## config.mk

```make
export PLATFORM = sky130hd
export DESIGN_NAME = i_cache_flat
export DESIGN_NICKNAME = d
export VERILOG_FILES = /design/src/rtl/i_cache_if.sv /design/src/rtl/i_cache.sv /design/src/flat_wrapper.sv
export SDC_FILE = /design/constraint.sdc
export NUM_CORES = 1
export LEC_CHECK = 0
export BUFFER_PORTS_ARGS = -buffer_cell sky130_fd_sc_hd__buf_2
export CORE_AREA = 2 2 264 266
export DETAILED_ROUTE_END_ITERATION = 10
export DIE_AREA = 0 0 266 268
export SKIP_LAST_GASP = 1
export SLEW_MARGIN = 20
export SYNTH_ARGS = -nofsm -noshare
export SYNTH_HDL_FRONTEND = slang
export SYNTH_SLANG_ARGS = --single-unit
```

## constraint.sdc

```tcl
create_clock -name clk -period 8.7 [get_ports clk]
set_input_delay 0.435 -clock clk [delete_from_list [all_inputs] [get_ports clk]]
set_output_delay 0.435 -clock clk [all_outputs]
set_load 0.01 [all_outputs]
```

## src/rtl/i_cache_if.sv

```systemverilog
// i_cache_if: i-cache to main-memory request channel (req/address out, ack/data in).
interface i_cache_if #(
  parameter int unsigned ADDR_W = 16,
  parameter int unsigned BEAT_W = 16
);
  logic              req;
  logic [ADDR_W-1:0] address;
  logic              ack;
  logic [BEAT_W-1:0] data;

  modport master (output req, address, input ack, data);
  modport slave  (input req, address, output ack, data);
endinterface

```

## src/rtl/i_cache.sv

```systemverilog
// i_cache: direct-mapped read-only instruction cache with combinational lookup
// and a request/ack + multi-beat fill toward main memory.
// Optional: define I_CACHE_STATS_EN to add saturating hit/miss counters.
module i_cache #(
  parameter int unsigned ADDR_W  = 16,
  parameter int unsigned BLOCK_W = 64,
  parameter int unsigned BEAT_W  = 16,
  parameter int unsigned INSTR_W = 16,
  parameter int unsigned LINES   = 8
) (
  input  logic               clk,
  input  logic               n_rst,
  input  logic               i_fetch_en,
  input  logic [ADDR_W-1:0]  i_pc,
  input  logic               i_flush,
  output logic [INSTR_W-1:0] o_instr,
  output logic               o_hit,
  output logic               o_stall,
  i_cache_if.master          bus
`ifdef I_CACHE_STATS_EN
  ,
  output logic [31:0]        o_hit_count,
  output logic [31:0]        o_miss_count
`endif
);

  localparam int unsigned WORDS     = BLOCK_W / INSTR_W;
  localparam int unsigned WORD_BITS = $clog2(WORDS);
  localparam int unsigned WB_W      = (WORD_BITS > 0) ? WORD_BITS : 1;
  localparam int unsigned IDX_BITS  = $clog2(LINES);
  localparam int unsigned IDX_W     = (IDX_BITS > 0) ? IDX_BITS : 1;
  localparam int unsigned TAG_W     = ADDR_W - WORD_BITS - IDX_BITS;
  localparam int unsigned BEATS     = BLOCK_W / BEAT_W;
  localparam int unsigned CNT_W     = $clog2(BEATS);
  localparam logic [CNT_W-1:0] CNT_LAST = CNT_W'(BEATS - 1);

  typedef enum logic [1:0] {S_IDLE, S_REQUEST, S_FILL} state_t;

  state_t             r_state;
  logic [LINES-1:0]   r_valid;
  logic [TAG_W-1:0]   r_tag  [LINES];
  logic [BLOCK_W-1:0] r_data [LINES];
  logic [BLOCK_W-1:0] r_fill;
  logic [CNT_W-1:0]   r_cnt;
  logic               r_req;
  logic [ADDR_W-1:0]  r_addr;
  logic               r_poison;

  logic [ADDR_W-1:0]  w_block;
  logic [IDX_W-1:0]   w_idx;
  logic [WB_W-1:0]    w_word;
  logic [TAG_W-1:0]   w_tag;
  logic [IDX_W-1:0]   w_fidx;
  logic [TAG_W-1:0]   w_ftag;
  logic               w_hit;
  logic               w_launch;
  logic               w_last;
  logic [BLOCK_W-1:0] w_fill_next;

  // Split the fetch PC and the in-flight miss address into line fields.
  always_comb begin
    w_block = i_pc >> WORD_BITS;
    w_idx   = (LINES == 1) ? '0 : IDX_W'(w_block);
    w_word  = (WORDS == 1) ? '0 : WB_W'(i_pc);
    w_tag   = TAG_W'(w_block >> IDX_BITS);
    w_fidx  = (LINES == 1) ? '0 : IDX_W'(r_addr);
    w_ftag  = TAG_W'(r_addr >> IDX_BITS);
  end

  // Same-cycle lookup, miss launch decision and fill-buffer merge.
  always_comb begin
    w_hit       = (r_state == S_IDLE) && r_valid[w_idx] && (r_tag[w_idx] == w_tag);
    o_hit       = w_hit;
    o_instr     = r_data[w_idx][32'(w_word) * INSTR_W +: INSTR_W];
    o_stall     = i_fetch_en && !w_hit;
    w_launch    = (r_state == S_IDLE) && i_fetch_en && !w_hit && !i_flush;
    w_last      = (r_state == S_FILL) && (r_cnt == CNT_LAST);
    w_fill_next = r_fill;
    w_fill_next[32'(r_cnt) * BEAT_W +: BEAT_W] = bus.data;
  end

  assign bus.req     = r_req;
  assign bus.address = r_addr;

  // Miss FSM: request until acked, then collect beats; flush poisons a fill in flight.
  always_ff @(posedge clk) begin
    if (!n_rst) begin
      r_state  <= S_IDLE;
      r_valid  <= '0;
      r_req    <= 1'b0;
      r_addr   <= '0;
      r_cnt    <= '0;
      r_poison <= 1'b0;
    end else begin
      if (i_flush) r_valid <= '0;
      case (r_state)
        S_IDLE: begin
          if (w_launch) begin
            r_state  <= S_REQUEST;
            r_req    <= 1'b1;
            r_addr   <= w_block;
            r_poison <= 1'b0;
          end
        end
        S_REQUEST: begin
          if (i_flush) r_poison <= 1'b1;
          if (bus.ack) begin
            r_state <= S_FILL;
            r_req   <= 1'b0;
            r_cnt   <= '0;
          end
        end
        S_FILL: begin
          if (i_flush) r_poison <= 1'b1;
          r_cnt <= r_cnt + CNT_W'(1);
          if (r_cnt == CNT_LAST) begin
            r_state <= S_IDLE;
            if (!i_flush && !r_poison) r_valid[w_fidx] <= 1'b1;
          end
        end
        default: begin
          r_state <= S_IDLE;
          r_req   <= 1'b0;
        end
      endcase
    end
  end

  // Fill buffer and line/tag arrays; these carry no reset.
  always_ff @(posedge clk) begin
    if (r_state == S_FILL) r_fill <= w_fill_next;
    if (n_rst && w_last) begin
      r_data[w_fidx] <= w_fill_next;
      r_tag[w_fidx]  <= w_ftag;
    end
  end

`ifdef I_CACHE_STATS_EN
  logic [31:0] r_hit_count;
  logic [31:0] r_miss_count;

  // Saturating usage counters; flush leaves them untouched.
  always_ff @(posedge clk) begin
    if (!n_rst) begin
      r_hit_count  <= '0;
      r_miss_count <= '0;
    end else begin
      if (i_fetch_en && w_hit && (r_hit_count != 32'hFFFF_FFFF))
        r_hit_count <= r_hit_count + 32'd1;
      if (w_launch && (r_miss_count != 32'hFFFF_FFFF))
        r_miss_count <= r_miss_count + 32'd1;
    end
  end

  assign o_hit_count  = r_hit_count;
  assign o_miss_count = r_miss_count;
`endif

endmodule

```

## src/flat_wrapper.sv

```systemverilog
// flat-port wrapper written by rule: the top's interface ports become plain ports
module i_cache_flat 
#(
  parameter int unsigned ADDR_W  = 16,
  parameter int unsigned BLOCK_W = 64,
  parameter int unsigned BEAT_W  = 16,
  parameter int unsigned INSTR_W = 16,
  parameter int unsigned LINES   = 8
)
  (clk, n_rst, i_fetch_en, i_pc, i_flush, o_instr, o_hit, o_stall, bus_req, bus_address, bus_ack, bus_data);
  i_cache_if #(.ADDR_W(ADDR_W), .BEAT_W(BEAT_W)) bus_i ();
  input  logic clk;
  input  logic n_rst;
  input  logic i_fetch_en;
  input  logic [ADDR_W-1:0] i_pc;
  input  logic i_flush;
  output logic [INSTR_W-1:0] o_instr;
  output logic o_hit;
  output logic o_stall;
  output wire logic [$bits(bus_i.req)-1:0] bus_req;
  output wire logic [$bits(bus_i.address)-1:0] bus_address;
  input wire logic [$bits(bus_i.ack)-1:0] bus_ack;
  input wire logic [$bits(bus_i.data)-1:0] bus_data;
  assign bus_req = bus_i.req;
  assign bus_address = bus_i.address;
  assign bus_i.ack = bus_ack;
  assign bus_i.data = bus_data;
  i_cache #(.ADDR_W(ADDR_W), .BLOCK_W(BLOCK_W), .BEAT_W(BEAT_W), .INSTR_W(INSTR_W), .LINES(LINES)) u_core (.clk(clk), .n_rst(n_rst), .i_fetch_en(i_fetch_en), .i_pc(i_pc), .i_flush(i_flush), .o_instr(o_instr), .o_hit(o_hit), .o_stall(o_stall), .bus(bus_i));
endmodule
```

==> reports/metrics.yaml <==
run_status:
  outcome: "completed"
clocking:
  cts_sinks: 692
  cts_made_buffers: 73
  clock-root-buffer: "clkbuf_16"
  ctsHoldBuffers: 0
  htreeDepth: 3
  cts_buffer_depth: 3
  post_cts_buffers: 0
  clkTransAtPathRegs_ns: 0.06
  clock_latency_ns: 0.62
  cts_tree: "yes"
  post_cts_resized: 0
flow_run:
  drv_cap: 0
floorplanning:
  placementRows: 96
  initial_utilization_pct: 39.7
  pin_count: 72
  die_h_um: 268
  die-area_um2: 71300
  core_area_um2: 68200
  dieWidth_um: 266
global_route:
  gr-total-overflow: 0
  antenna_found_initial: 10
  grt_use_total_pct: 16.8
  grt_pass1_vias: 13400
  grt_pass1_wl_um: 87600
  grt_max_degree: 82
timing:
  slew_headroom_pct: 30.4
  tns_ns: 0
  hold_viol: 0
  min_period_ns: 3.96
  drv_slew: 0
  setup_violations: 0
  clock.fmax_mhz: 253
  rsz0062_at_grt: "no"
  period_share_pct: 45.5
  fin_ws_ns: 4.74
  skew_ns: 0.0191
  tightest_slew_ns: 1.04
  hold_slack_ns: 0.0945
detailed_routing:
  wl_met1_um: 25900
  wl_met3_um: 4270
  wl_per_cell_um: 24.6
  drt_first_pass_iters: 5
  drtIter0Drc: 1065
  dr.max_layer_used: "met5"
  drtAntennaViolNets: 0
  viasPerCell: 5.40
  vias: 12900
  remaining_drc_errors: 0
  dr_wl_met2_um: 27200
  drt_wl_total_um: 58600
synth:
  synth-edff-count: 664
  synth_cell_types: 44
  ys_seq_area_share_pct: 75.6
  synth.most_common_cell: "edfxtp_1"
  synthCells: 1330
  async_reset_ff_share_pct: 0
  yosysWarningCount: 0
  syn_area_per_cell_um2: 20.4
  yosysTopAreaCell: "edfxtp_1"
  synthFlopType: "edfxtp_1"
  syn-cell-area_um2: 27100
  ys_ff_latch: 692
  synth_commonest_cells: "edfxtp_1 (664), mux4_2 (177), nand2_1 (95), inv_1 (78), o21ai_0 (68)"
  synth_top_area_share_pct: 73.5
  synthTopCellsByArea: "edfxtp_1 (74%), mux4_2 (15%), dfxtp_1 (2.1%)"
layout:
  fillers: 5737
  final_core_util_pct: 45.3
  drive_gt1_share_pct: 27.6
  fin_nets: 1489
  area_growth_pct: 14.1
  multi_input_area_um2: 6090
  regArea_um2: 20500
min_path:
  min_from: "i_pc[7]"
  hold_class: "in2reg"
placed_design:
  place_ws_ns: 4.60
  gp_congestion: 0.712
  place_hpwl_um: 31100
  numPortBuffers: 69
critical_path:
  cp-startpoint: "i_pc[2]"
  cp_max_fo: 73
  cp.arrival_ns: 3.52
  path_common_cell: "mux4_2"
  crit_chain: "buf_8, buf_4, mux4_2, mux4_2, mux2_2, buf_2"
  crit_type: "in2out"
  r2r-start: "u_core.r_cnt[0]"
  startpoint_type: "input port"
  crit_path_end_kind: "primary output"
  slowest_stage: "buf_4"
  r2r_setup_slack_ns: 4.86
  slowest_delay_ns: 0.80
  cp.required_ns: 8.27
pwr:
  power_density_nw_per_um2: 228
  vdd_ir_drop_max_mv: 0.190
  leakagePower_nw: 10.0
  finalPower_mw: 7.07
## worst max-delay path, delay by kind of cell
kind	cells	cell delay, ns
buffers and inverters	3	1.52
multiplexers	3	1.43
## where the power goes
group	leakage [nW]	switching (mW)	internal [mW]
Clock	1.13	1.27	1.73
Combinational	2.71	0.214	0.139
Sequential	6.19	0.0162	3.69
## flip-flops by register name, indices dropped and copies added (netlist names)
signal              flops
u_core.r_data         512
u_core.r_poison         1
u_core.r_fill          64
u_core.bus.address     14
u_core.r_tag           88
u_core.r_cnt            2
u_core.r_state          2
u_core.r_valid          8
u_core.bus.req          1
## cells by family after synthesis
kind of cell | Yosys count | share of synthesized area (%)
AO/OA/AOI/OAI | 89 | 1.81
XOR/XNOR | 12 | 0.388
adder cells (fa/ha/maj) | 10 | 0.461
buffers and inverters | 144 | 2.31
flip-flops | 692 | 75.6
multiplexers | 235 | 16.9
other | 1 | 0.0138
AND/OR/NAND/NOR | 147 | 2.49
## cell usage in the layout, fill, tap and decap left out, types with 7 or more instances in the layout
master and count:
edfxtp_1 664, mux4_2 177, nand2_1 95, inv_1 78, clkbuf_16 76, o21ai_0 67, buf_2 66, mux2i_1 41
buf_4 33, dfxtp_1 28, clkbuf_1 19, mux2_2 17, clkinv_2 15, clkinv_1 14, and2_1 10, ha_1 9
xnor2_1 8, nor2_1 7
## routing by layer
layer / vias up / GRT usage, %
li1: 5580 / -
met1: 6799 / 23.9
met2: 406 / 26.1
met3: 102 / 4.62
met4: 10 / 4.11
met5: - / 0
## final timing paths
check,to,cells after the start
max,o_instr[11],6
min,u_core.bus.address[5],3
max reg2reg,u_core.r_data[6][63],5
min reg2reg,u_core.bus.req,2
## metrics by stage
stage,cell area [um^2],cells
floorplan,27100,1331
CTS,30900,2383
global route,30900,2384
detailed placement,28600,2248
global placement,28600,2248
finish,30900,2387
## layout make-up
class | instances | share of cell area [%]
Clock inverter | 40 | 1.09
Tap cell | 882 | 3.57
Multi-Input combinational cell | 495 | 19.7
Antenna cell | 3 | 0.0243
Clock buffer | 95 | 6.38
Sequential cell | 692 | 66.3
Timing Repair Buffer | 102 | 2.04
Inverter | 78 | 0.947
Note: power is estimated with default switching activity, not from simulation.
